$ cat config.mk
export PLATFORM = sky130hd
export DESIGN_NAME = spi_cmd_parser
export DESIGN_NICKNAME = d
export VERILOG_FILES = /design/src/rtl/spi_cmd_parser.sv
export SDC_FILE = /design/constraint.sdc
export NUM_CORES = 1
export LEC_CHECK = 0
export ABC_CLOCK_PERIOD_IN_PS = 2330
export BUFFER_PORTS_ARGS = -buffer_cell sky130_fd_sc_hd__buf_4
export CAP_MARGIN = 20
export CORE_ASPECT_RATIO = 1.5
export CORE_UTILIZATION = 35
export DETAILED_ROUTE_END_ITERATION = 10
export GPL_TIMING_DRIVEN = 1
export SLEW_MARGIN = 20
export SYNTH_ARGS = -nofsm -noshare
export SYNTH_HDL_FRONTEND = slang
export SYNTH_SLANG_ARGS = --single-unit
$ cat constraint.sdc
create_clock -name clk -period 2.33 [get_ports clk]
set_clock_uncertainty 0.1 [all_clocks]
set_input_delay 0.699 -clock clk [delete_from_list [all_inputs] [get_ports clk]]
set_output_delay 0.699 -clock clk [all_outputs]
set_load 0.005 [all_outputs]
$ cat src/rtl/spi_cmd_parser.sv
// Frames SPI receiver bytes with slave-select, decodes write-burst commands and
// issues single-cycle register writes; malformed frames are dropped and counted.
module spi_cmd_parser #(
  parameter int ADDR_WIDTH = 4
) (
  input  logic                  clk,
  input  logic                  rst_n,
  input  logic                  spi_ss,
  input  logic [7:0]            byte_in,
  input  logic                  byte_valid,
  output logic                  wr_en,
  output logic [ADDR_WIDTH-1:0] wr_addr,
  output logic [15:0]           wr_data,
  output logic                  frame_active,
  output logic [7:0]            err_count
);

  typedef enum logic [2:0] {
    IDLE    = 3'd0,
    CMD     = 3'd1,
    DATA_HI = 3'd2,
    DATA_LO = 3'd3,
    DISCARD = 3'd4
  } state_t;

  state_t                state_r;
  logic                  ss_meta_r;
  logic                  ss_sync_r;
  logic                  ss_prev_r;
  logic [ADDR_WIDTH-1:0] addr_r;
  logic [7:0]            hi_r;
  logic                  frame_start_s;
  logic                  frame_end_s;

  function automatic logic [7:0] sat_inc(input logic [7:0] cnt);
    if (cnt == 8'hFF) begin
      return cnt;
    end else begin
      return cnt + 8'd1;
    end
  endfunction

  assign frame_start_s = ss_prev_r & ~ss_sync_r;
  assign frame_end_s   = ~ss_prev_r & ss_sync_r;

  // Slave-select synchroniser plus edge history; frame_active tracks ~ss_sync exactly.
  always_ff @(posedge clk or negedge rst_n) begin
    if (!rst_n) begin
      ss_meta_r    <= 1'b1;
      ss_sync_r    <= 1'b1;
      ss_prev_r    <= 1'b1;
      frame_active <= 1'b0;
    end else begin
      ss_meta_r    <= spi_ss;
      ss_sync_r    <= ss_meta_r;
      ss_prev_r    <= ss_sync_r;
      frame_active <= ~ss_meta_r;
    end
  end

  // Command/data FSM; frame end wins over a coincident byte strobe.
  always_ff @(posedge clk or negedge rst_n) begin
    if (!rst_n) begin
      state_r   <= IDLE;
      addr_r    <= '0;
      hi_r      <= 8'h00;
      wr_en     <= 1'b0;
      wr_addr   <= '0;
      wr_data   <= 16'h0000;
      err_count <= 8'h00;
    end else begin
      wr_en <= 1'b0;
      if (frame_end_s) begin
        if (state_r == DATA_LO) begin
          err_count <= sat_inc(err_count);
        end
        state_r <= IDLE;
      end else if (frame_start_s) begin
        state_r <= CMD;
      end else if (byte_valid) begin
        case (state_r)
          CMD: begin
            case (byte_in[7:6])
              2'b10: begin
                addr_r  <= byte_in[ADDR_WIDTH-1:0];
                state_r <= DATA_HI;
              end
              2'b00: begin
                state_r <= DISCARD;
              end
              default: begin
                err_count <= sat_inc(err_count);
                state_r   <= DISCARD;
              end
            endcase
          end
          DATA_HI: begin
            hi_r    <= byte_in;
            state_r <= DATA_LO;
          end
          DATA_LO: begin
            wr_en   <= 1'b1;
            wr_addr <= addr_r;
            wr_data <= {hi_r, byte_in};
            addr_r  <= addr_r + ADDR_WIDTH'(1);
            state_r <= DATA_HI;
          end
          default: begin
            state_r <= state_r;
          end
        endcase
      end
    end
  end

endmodule

==> results.rst, run 1 <==
.. list-table::
   :header-rows: 1

   * - Metric
     - Value
   * - Total wire length
     - between 3000 and 4000 µm
   * - Setup violations, final
     - 0
   * - Max rail drop VDD
     - roughly 550 µV
   * - Initial drt markers
     - 25
   * - GRT overflow
     - 0
   * - Boundary pin count
     - 42
   * - Transition time at the pin with the least slew margin
     - roughly 0.57 ns
   * - Mapped cell area
     - 2100 µm²
   * - CTS tree
     - done
   * - N_diodes
     - 0
   * - Flops & latches, synth
     - 48
   * - Number of distinct standard cells referenced by the synthesized netlist
     - 38
   * - Y dimension of the die
     - 96.8 µm
   * - CP max stage cell
     - dfstp_2
   * - Chip Width
     - approximately 65 µm
   * - Routed len/inst
     - approximately 13 µm
   * - Number of buffers on the longest clock path
     - 2
   * - Total GRT Usage
     - 0.127
   * - Post-Synth Adder-Cell Area
     - 0.0239
   * - Ratio of cells with drive above 1 in the final layout
     - 0.429
   * - Die area
     - about 6300 µm²
   * - XOR/XNOR Fraction of Synth Area
     - 0.0209
   * - Portion of total power attributed to sequential cells
     - 0.525
   * - Multiplexer share of the synthesized area
     - 0.173
   * - Gate Count Post-Synth
     - 157
   * - Initial antenna violation count
     - 0
   * - Critical path capture point type
     - register
   * - Reg2Reg Setup Slack
     - 0.20 ns
   * - Internal Dissipation
     - around 1.7 mW
   * - Number of nets in the final layout
     - 218
   * - Antenna Nets Post-Route
     - 0
   * - Maximum cell stage delay along the critical path
     - ~0.55 ns
   * - Buffers inserted by post-CTS timing repair
     - 0
   * - Data arrival at the endpoint of the critical path
     - around 2.3 ns
   * - Period utilisation layout
     - 0.914
   * - Cell chosen for the clock root
     - clkbuf_8
   * - Mean instance size in the synthesized netlist
     - about 13 µm²
   * - Clock Latency Late Sink
     - 0.29 ns
   * - PostCTS Resize Cnt
     - 0
   * - Top fanout value on the critical path
     - 8
   * - Cell Chain, Critical Path
     - inv_1 -> ha_1 -> nor2_1 -> a32oi_4 -> nor4_1 -> xor2_1
   * - Pin count of the biggest net entering global routing
     - approximately 50
   * - Number of buffer and inverter stages on the critical path
     - 1
   * - Length of the first detailed-routing pass in iterations
     - 4
   * - Max Slew Vio Count
     - 0
   * - Status
     - complete, no violations
   * - Static leakage
     - approximately 1.3 nW
   * - Family with the most delay on the worst path
     - simple AND/OR/NAND/NOR gates
   * - CP Class
     - register to register
   * - Dominant combinational cell family by area after synthesis
     - multiplexers
   * - Maximum frequency from static timing analysis
     - approximately 0.47 GHz
   * - Final-report hold violation count
     - 0
   * - Area growth from synthesis to final layout
     - 23.1%
   * - Total CTS buffers
     - 5
   * - Number of global-route vias before repair
     - roughly 1300
   * - Residual DRC count
     - 0
   * - Tmin final
     - 2.13 ns
   * - Clock share of power
     - 0.247
   * - DP Wirelength
     - 2610 µm
   * - Net switching fraction of the power
     - 0.265
   * - Nets in the synthesized netlist
     - between 150 and 200
   * - Power per unit of standard cell area
     - around 910 nW/µm²
   * - Post-CTS clock slew at the launch and capture registers of the worst setup and hold paths
     - roughly 0.08 ns
   * - Path category of the worst min-delay check
     - register to register
   * - Number of levels the H-tree was split into
     - 2
   * - Via-to-Cell Ratio
     - 4.91
   * - Share of the synthesized area in compound gates (AO/OA/AOI/OAI)
     - 0.0650
   * - Simple-Gate Fraction of Synth Area
     - 0.115
   * - Hold slack
     - roughly 0.27 ns
   * - Total via count in the routed design
     - about 1300
   * - Final weighted congestion in routability-driven placement
     - about 0.78
   * - Wire length of the first global-routing pass
     - ~6300 µm
   * - Port buffer count
     - 41
   * - Data required time of the critical path
     - between 2 and 2.5 ns
   * - NetSw
     - about 0.62 mW
   * - Fin Setup TNS
     - 0 ns
   * - Unrepaired setup endpoints after global routing
     - no
   * - Max capacitance violation total
     - 0
   * - Kind of start point of the critical path
     - register
   * - Count of synthesis-stage warnings from yosys
     - 0
   * - Sequential cell area fraction in the yosys report
     - 0.575
   * - Row Count
     - 34
   * - Sink count of the clock tree
     - between 40 and 50
   * - Placeable core region
     - between 5000 and 6000 µm²
   * - Initial Util
     - 0.362
   * - Number of buffers added to fix hold violations after cts
     - 0
   * - Normalized max-slew margin
     - 0.615
   * - Combinational Power Share
     - 0.229
==> cell usage in the layout (no fill, tap or decap), types with 3 or more instances in the layout <==
cell and n:
nand3_1 3, nand2_1 7, nor2_1 11, a21oi_1 5
xor2_1 5, dfrtp_1 45, clkbuf_8 5, nor3_1 3
mux2_2 29, nor2b_1 3, dfstp_2 3, inv_1 4
buf_4 44, ha_1 4
==> sequential cells by signal, indices dropped and copies added (netlist names), 3 cells and up <==
signal,cells
wr_data,16
err_count,8
hi_r,8
addr_r,4
wr_addr,4
state_r,3
==> cells by family after synthesis <==
| kind of cell | count (synthesis) |
|---|---|
| flops | 48 |
| simple gates | 41 |
| mux | 32 |
| compound gates | 17 |
| buf+inv | 10 |
| xor+xnor | 5 |
| fa+ha+maj | 4 |
==> synth_stat cells, drive strengths merged <==
library cell  instances  area share
dfrtp                45        0.54
mux2                 31        0.17
nor2                 12       0.023
nand2                 7       0.013
buf                   6       0.020
a21oi                 5       0.012
xor2                  5       0.021
ha                    4       0.024
inv                   4      0.0072
dfstp                 3       0.038
nand3                 3      0.0072
nor2b                 3      0.0090
nor3                  3      0.0072
nor4                  3       0.016
a31oi                 2      0.0060
and3                  2      0.0060
nand4                 2      0.0060
o21ai                 2      0.0048
o22a                  2      0.0084
a211o                 1      0.0042
a32o                  1      0.0048
a32oi                 1       0.013
and3b                 1      0.0042
and4b                 1      0.0048
and4bb                1      0.0060
mux2i                 1      0.0048
nand2b                1      0.0030
nand3b                1      0.0036
nor4b                 1      0.0072
o21bai                1      0.0036
o31ai                 1      0.0036
o32a                  1      0.0048
==> layer usage <==
layer | part of all wire | GRT usage
met3 | 0.043 | 0.0330
met2 | 0.50 | 0.207
met5 | 0 | 0
met4 | 0.019 | 0.0602
met1 | 0.43 | 0.154
==> power groups by stage <==
stage	Combinational, mW	Sequential (mW)	Clock, mW
after floorplan	0.349	1.19	0
after global placement	0.541	1.24	0
after detailed placement	0.545	1.24	0
after CTS	0.546	1.23	0.608
after global routing	0.586	1.27	0.633
final	0.535	1.23	0.577
==> area by class of cell <==
class                      count  area, µm²
fill                         590       3200
clock inverter                 1       30.0
sequential                    48       1200
inverter                       4       15.0
clock buffer                   7       76.3
tap                           72       90.1
timing repair buffer          44        330
multi-input combinational     99        835
==> metrics by stage <==
stage               cell area (µm²)  utilization  setup slack, ns  power, mW  cells
global route                   2580        0.446           0.0404       2.49    275
CTS                            2580        0.446            0.167       2.38    275
finish                         2580        0.446            0.201       2.34    275
floorplan                      2100            -            0.378       1.53    157
global placement               2470        0.428            0.259       1.78    267
detailed placement             2470        0.428            0.174       1.79    267
==> worst paths after layout <==
check,depth (start not counted),from,endpoint
setup / recovery,6,ss_sync_r,err_count[7]
hold / removal,0,ss_meta_r,ss_sync_r
setup reg to reg,6,ss_sync_r,err_count[7]
hold reg to reg,0,ss_meta_r,ss_sync_r
max in group asynchronous,1,rst_n,err_count[5]
min in group asynchronous,1,rst_n,wr_data[12]
Power figures use the tool's default switching activity.
==> run 2, diff against run 1 <==
Settings changed: CAP_MARGIN 20 to 30, CTS_BUF_LIST set to sky130_fd_sc_hd__clkbuf_8 sky130_fd_sc_hd__clkbuf_16.
==> results.rst, run 2 (same netlist as run 1, synthesis figures left out) <==
.. list-table::
   :header-rows: 1

   * - Metric
     - Value
   * - Number of buffers on the longest clock path
     - 2 (unchanged)
   * - Pin count of the biggest net entering global routing
     - 49 (unchanged)
   * - Total wire length
     - 3660 µm (about the same)
   * - Amount of wire on met2 after detailed routing
     - 1840 µm (about the same)
   * - Max Slew Vio Count
     - 0 (unchanged)
   * - Worst path setup slack after routing
     - 0.201 ns (unchanged)
   * - Maximum frequency from static timing analysis
     - 0.470 GHz (unchanged)
   * - Power per unit of standard cell area
     - 903 nW/µm² (was 906 nW/µm²)
   * - Via-to-Cell Ratio
     - 4.91 (unchanged)
   * - Chip Width
     - 65.2 µm (unchanged)
   * - Kind of start point of the critical path
     - register (unchanged)
   * - Number of global-route vias before repair
     - 1329 (unchanged)
   * - Top sig layer
     - met4 (unchanged)
   * - Total GRT Usage
     - 0.127 (unchanged)
   * - Area growth from synthesis to final layout
     - 23.1% (unchanged)
   * - Tmin final
     - 2.13 ns (unchanged)
   * - FF+latch area
     - 1200 µm² (unchanged)
   * - CP Class
     - register to register (unchanged)
   * - Met1 routed wirelength after detailed routing
     - 1600 µm (was 1590 µm)
   * - Length of the first detailed-routing pass in iterations
     - 4 (unchanged)
   * - Initial Util
     - 0.362 (unchanged)
   * - Number of buffers added to fix hold violations after cts
     - 0 (unchanged)
   * - Setup violations, final
     - 0 (unchanged)
   * - Residual DRC count
     - 0 (unchanged)
   * - Y dimension of the die
     - 96.8 µm (unchanged)
   * - Final weighted congestion in routability-driven placement
     - 0.779 (unchanged)
   * - Transition time at the pin with the least slew margin
     - 0.574 ns (unchanged)
   * - Path category of the worst min-delay check
     - register to register (unchanged)
   * - Final-report hold violation count
     - 0 (unchanged)
   * - DP Wirelength
     - 2610 µm (unchanged)
   * - Data required time of the critical path
     - 2.45 ns (about the same)
   * - Leading cell type in the layout, fill and taps excluded
     - dfrtp_1 (unchanged)
   * - Reg2reg path depth
     - 6 (unchanged)
   * - WHS Endpoint
     - ss_sync_r (unchanged)
   * - GRT overflow
     - 0 (unchanged)
   * - Period utilisation layout
     - 0.914 (unchanged)
   * - Registers with the most flip-flops
     - wr_data (16), err_count (8), hi_r (8) (unchanged)
   * - Placeable core region
     - 5790 µm² (unchanged)
   * - Final non-filler cell area
     - 2580 µm² (unchanged)
   * - Top fanout value on the critical path
     - 8 (unchanged)
   * - Post-layout util
     - 0.446 (unchanged)
   * - Static leakage
     - 1.31 nW (was 1.30 nW)
   * - Total CTS buffers
     - 5 (unchanged)
   * - Critical path capture point type
     - register (unchanged)
   * - Cell chosen for the clock root
     - clkbuf_8 (unchanged)
   * - Unrepaired setup endpoints after global routing
     - no (unchanged)
   * - Antenna Nets Post-Route
     - 0 (unchanged)
   * - Number of levels the H-tree was split into
     - 2 (unchanged)
   * - Most flop-heavy register
     - wr_data (unchanged)
   * - Initial antenna violation count
     - 0 (unchanged)
   * - Fin Setup TNS
     - 0 ns (unchanged)
   * - Initial drt markers
     - 24 (was 25)
   * - Normalized max-slew margin
     - 0.615 (unchanged)
   * - Boundary pin count
     - 42 (unchanged)
   * - Buffers inserted by post-CTS timing repair
     - 0 (unchanged)
   * - Leading cell types in the layout, fill and taps excluded
     - dfrtp_1 (45), buf_4 (44), mux2_2 (29) (unchanged)
   * - Data arrival at the endpoint of the critical path
     - 2.25 ns (about the same)
   * - Number of flip-flops under the largest register name
     - 16 (unchanged)
   * - Die area
     - 6310 µm² (unchanged)
   * - Number of instances on the worst hold path
     - 0 (unchanged)
   * - Ratio of cells with drive above 1 in the final layout
     - 0.429 (unchanged)
   * - PostCTS Resize Cnt
     - 0 (unchanged)
   * - Beginning of the worst hold path
     - ss_meta_r (unchanged)
   * - Post-CTS clock slew at the launch and capture registers of the worst setup and hold paths
     - 0.08 ns (about the same)
   * - Area of the multi-input gates
     - 835 µm² (unchanged)
   * - Max rail drop VDD
     - 548 µV (about the same)
   * - Reg2Reg Setup Slack
     - 0.20 ns (about the same)
   * - Met3 wire length
     - 156 µm (unchanged)
   * - Endpoint of the most critical register-to-register path
     - err_count[7] (unchanged)
   * - Worst setup slack after placement
     - 0.174 ns (unchanged)
   * - Filler Cell Count
     - 590 (unchanged)
   * - Status
     - complete, no violations (unchanged)
   * - Launching point of the worst reg2reg path
     - ss_sync_r (unchanged)
   * - N_diodes
     - 0 (unchanged)
   * - Total via count in the routed design
     - 1349 (unchanged)
   * - Routed len/inst
     - 13.3 µm (about the same)
   * - Clock Latency Late Sink
     - 0.29 ns (about the same)
   * - Row Count
     - 34 (unchanged)
   * - Number of nets in the final layout
     - 218 (unchanged)
   * - Instance area after placement
     - 2470 µm² (unchanged)
   * - CTS tree
     - done (unchanged)
   * - Wire length of the first global-routing pass
     - 6250 µm (unchanged)
   * - Max capacitance violation total
     - 0 (unchanged)
   * - Port buffer count
     - 41 (unchanged)
   * - Sink count of the clock tree
     - 48 (unchanged)
## run 2: per-layer routing
metal | global-route usage | up-vias
li1 | - | 645
met1 | 0.154 | 670
met2 | 0.207 | 28
met3 | 0.0330 | 6
met4 | 0.0602 | 0
met5 | 0 | -
## run 2: stage by stage
| stage | hold WS, ns | std cells | total power [mW] |
|---|---|---|---|
| floorplan | 0.254 | 157 | 1.53 |
| global route | 0.272 | 275 | 2.48 |
| global placement | 0.260 | 267 | 1.78 |
| detailed placement | 0.257 | 267 | 1.79 |
| CTS | 0.270 | 275 | 2.38 |
| finish | 0.268 | 275 | 2.33 |
## run 2: cell type report
class,instances,share of cell area
clock buffer,5,0.0267
sequential,48,0.467
clock inverter,3,0.0145
inverter,4,0.00582
tap,72,0.0349
timing repair buffer,44,0.128
multi-input combinational,99,0.323
## run 2: power breakdown
part,switching (mW),leakage (nW),internal [mW]
clock,0.257,0.0607,0.312
combinational,0.186,0.613,0.348
sequential,0.177,0.634,1.05
## run 2: worst max-delay path by stage
stage / from / endpoint / slack [ns] / cells after the start
CTS: ss_sync_r / err_count[7] / 0.17 / 6
detailed placement: ss_sync_r / err_count[7] / 0.17 / 6
global placement: ss_sync_r / err_count[7] / 0.26 / 6
finish: ss_sync_r / err_count[7] / 0.20 / 6
global route: ss_sync_r / err_count[7] / 0.04 / 6
floorplan: ss_sync_r / err_count[1] / 0.38 / 6
## run 2: critical path, stage by stage, from the launching register on
cell,delay [ns]
dfstp_2,0.55
inv_1,0.04
ha_1,0.24
nor2_1,0.31
a32oi_4,0.23
nor4_1,0.40
xor2_1,0.18
==> run 3, diff against run 2 <==
Settings changed: RECOVER_POWER set to 100.
==> results.rst, run 3 (same netlist as run 1, synthesis figures left out) <==
.. list-table::
   :header-rows: 1

   * - Metric
     - Value
   * - Status
     - complete, no violations (unchanged)
   * - Ratio of cells with drive above 1 in the final layout
     - 0.409 (was 0.429)
   * - Clock Latency Late Sink
     - 0.29 ns (about the same)
   * - Total CTS buffers
     - 5 (unchanged)
   * - GRT met2 Usage
     - 0.207 (unchanged)
   * - Initial drt markers
     - 22 (was 24)
   * - Maximum cell stage delay along the critical path
     - 0.55 ns (about the same)
   * - Number of levels the H-tree was split into
     - 2 (unchanged)
   * - Instance area after placement
     - 2470 µm² (unchanged)
   * - Number of buffers on the longest clock path
     - 2 (unchanged)
   * - Die area
     - 6310 µm² (unchanged)
   * - Boundary pin count
     - 42 (unchanged)
   * - Row Count
     - 34 (unchanged)
   * - Antenna Nets Post-Route
     - 0 (unchanged)
   * - Post-CTS clock slew at the launch and capture registers of the worst setup and hold paths
     - 0.08 ns (about the same)
   * - Data required time of the critical path
     - 2.40 ns (was 2.45 ns)
   * - Sink count of the clock tree
     - 48 (unchanged)
   * - Data arrival at the endpoint of the critical path
     - 2.22 ns (was 2.25 ns)
   * - Buffers inserted by post-CTS timing repair
     - 0 (unchanged)
   * - Max capacitance violation total
     - 0 (unchanged)
   * - Most numerous cell on the critical path
     - nor2_1
   * - Family with the most delay on the worst path
     - flip-flops (was simple AND/OR/NAND/NOR gates)
   * - Chip Width
     - 65.2 µm (unchanged)
   * - Unrepaired setup endpoints after global routing
     - no (unchanged)
   * - Fin Setup TNS
     - 0 ns (unchanged)
   * - N_diodes
     - 0 (unchanged)
   * - Area growth from synthesis to final layout
     - 21.8% (was 23.1%)
   * - Power per unit of standard cell area
     - 906 nW/µm² (was 903 nW/µm²)
   * - Tmin final
     - 2.14 ns (was 2.13 ns)
   * - Cell chosen for the clock root
     - clkbuf_8 (unchanged)
   * - CP Class
     - register to register (unchanged)
   * - Number of global-route vias before repair
     - 1329 (unchanged)
   * - Total GRT Usage
     - 0.127 (unchanged)
   * - Via-to-Cell Ratio
     - 4.85 (was 4.91)
   * - Most flop-heavy register
     - wr_data (unchanged)
   * - Worst setup slack after placement
     - 0.174 ns (unchanged)
   * - Transition time at the pin with the least slew margin
     - 1.14 ns (was 0.574 ns)
   * - CTS tree
     - done (unchanged)
   * - Initial antenna violation count
     - 0 (unchanged)
   * - Wire length of the first global-routing pass
     - 6250 µm (unchanged)
   * - Leading cell types in the layout, fill and taps excluded
     - dfrtp_1 (45), mux2_2 (29), clkbuf_4 (29) (was dfrtp_1 (45), buf_4 (44), mux2_2 (29))
   * - Met1 track utilization from global routing
     - 0.154 (unchanged)
   * - Kind of start point of the critical path
     - register (unchanged)
   * - Fin cells
     - 275 (unchanged)
   * - Port buffer count
     - 41 (unchanged)
   * - Pin count of the biggest net entering global routing
     - 49 (unchanged)
   * - Critical path capture point type
     - register (unchanged)
   * - Maximum frequency from static timing analysis
     - 0.466 GHz (was 0.470 GHz)
   * - Number of nets in the final layout
     - 218 (unchanged)
   * - DP Wirelength
     - 2610 µm (unchanged)
   * - Endpoint of the most critical register-to-register path
     - err_count[1] (was err_count[7])
   * - Final weighted congestion in routability-driven placement
     - 0.779 (unchanged)
   * - Timing startpoint of the critical path
     - ss_sync_r (unchanged)
   * - Number of flip-flops under the largest register name
     - 16 (unchanged)
   * - Reg2Reg Setup Slack
     - 0.19 ns (was 0.20 ns)
   * - Placeable core region
     - 5790 µm² (unchanged)
   * - Max Slew Vio Count
     - 0 (unchanged)
   * - Placed insts
     - 267 (unchanged)
   * - Path category of the worst min-delay check
     - register to register (unchanged)
   * - Max rail drop VDD
     - 547 µV (was 548 µV)
   * - Total wire length
     - 3610 µm (was 3660 µm)
   * - Launching point of the worst reg2reg path
     - ss_sync_r (unchanged)
   * - Static leakage
     - 1.28 nW (was 1.31 nW)
   * - Most Used Layer, Global Route
     - met2 (unchanged)
   * - Final-report hold violation count
     - 0 (unchanged)
   * - Routed len/inst
     - 13.1 µm (was 13.3 µm)
   * - Total via count in the routed design
     - 1335 (was 1349)
   * - Filler Cell Count
     - 597 (was 590)
   * - Residual DRC count
     - 0 (unchanged)
   * - Top fanout value on the critical path
     - 8 (unchanged)
   * - Normalized max-slew margin
     - 0.241 (was 0.615)
   * - Length of the first detailed-routing pass in iterations
     - 4 (unchanged)
   * - Number of buffer and inverter stages on the critical path
     - 1 (unchanged)
   * - Reg2reg path depth
     - 6 (unchanged)
   * - Y dimension of the die
     - 96.8 µm (unchanged)
   * - GRT overflow
     - 0 (unchanged)
   * - Initial Util
     - 0.362 (unchanged)
   * - Final non-filler cell area
     - 2550 µm² (was 2580 µm²)
   * - Registers with the most flip-flops
     - wr_data (16), err_count (8), hi_r (8) (unchanged)
   * - Leading cell type in the layout, fill and taps excluded
     - dfrtp_1 (unchanged)
   * - Number of buffers added to fix hold violations after cts
     - 0 (unchanged)
   * - Destination of the critical timing path
     - err_count[1] (was err_count[7])
   * - PostCTS Resize Cnt
     - 0 (unchanged)
   * - Setup violations, final
     - 0 (unchanged)
   * - Cell Chain, Critical Path
     - inv_1 -> ha_1 -> nor2_1 -> a32oi_4 -> nor2_1 -> mux2_4 (was inv_1 -> ha_1 -> nor2_1 -> a32oi_4 -> nor4_1 -> xor2_1)
   * - CP max stage cell
     - dfstp_2 (unchanged)
   * - Cell count along the critical path
     - 6 (unchanged)
   * - Worst path setup slack after routing
     - 0.186 ns (was 0.201 ns)
   * - Met3 demand-to-capacity share in global routing
     - 0.0330 (unchanged)
   * - Period utilisation layout
     - 0.920 (was 0.914)
==> run 3: cell types whose count changed in the layout (fill, tap and decap cells not counted), sizes merged <==
cell    previous run  this run
buf               44         9
clkbuf             5        40
==> run 3: worst min-delay path by stage <==
stage,end,cells after the start,startpoint,slack (ns)
floorplan,ss_sync_r,0,ss_meta_r,0.25
global placement,ss_sync_r,0,ss_meta_r,0.26
detailed placement,ss_sync_r,0,ss_meta_r,0.26
CTS,ss_sync_r,0,ss_meta_r,0.27
global route,ss_sync_r,0,ss_meta_r,0.27
finish,ss_sync_r,0,ss_meta_r,0.27
==> run 3: where the power goes <==
group | total (mW) | internal (mW) | switching [mW]
combinational | 0.518 | 0.333 | 0.185
sequential | 1.22 | 1.05 | 0.175
clock | 0.572 | 0.313 | 0.259
total | 2.31 | 1.70 | 0.619
==> run 3: area by class of cell <==
type	instances	area [µm²]	share of cell area
clock buffers	5	68.8	0.0269
clock inverters	3	37.5	0.0147
inverters	4	15.0	0.00588
multi-input cells	99	826	0.323
flip-flops and latches	48	1200	0.472
well taps	72	90.1	0.0353
repair buffers	44	313	0.122
==> run 3: worst register-to-register path: stages (launching register included) <==
cell and delay, ns:
dfstp_2 0.55, inv_1 0.04, ha_1 0.24, nor2_1 0.31, a32oi_4 0.22, nor2_1 0.24, mux2_4 0.32
==> run 3: per-layer routing <==
metal | part of all wire | wire length (µm)
met2 | 0.50 | 1810
met1 | 0.44 | 1590
met5 | 0 | 0
met3 | 0.039 | 141
met4 | 0.019 | 68
==> run 3: per-stage QoR <==
stage	util	power [mW]	hold slack, ns
final	0.442	2.31	0.268
after global routing	0.442	2.46	0.272
after CTS	0.446	2.38	0.270
after detailed placement	0.428	1.79	0.257
after global placement	0.428	1.78	0.260
after floorplan	-	1.53	0.254
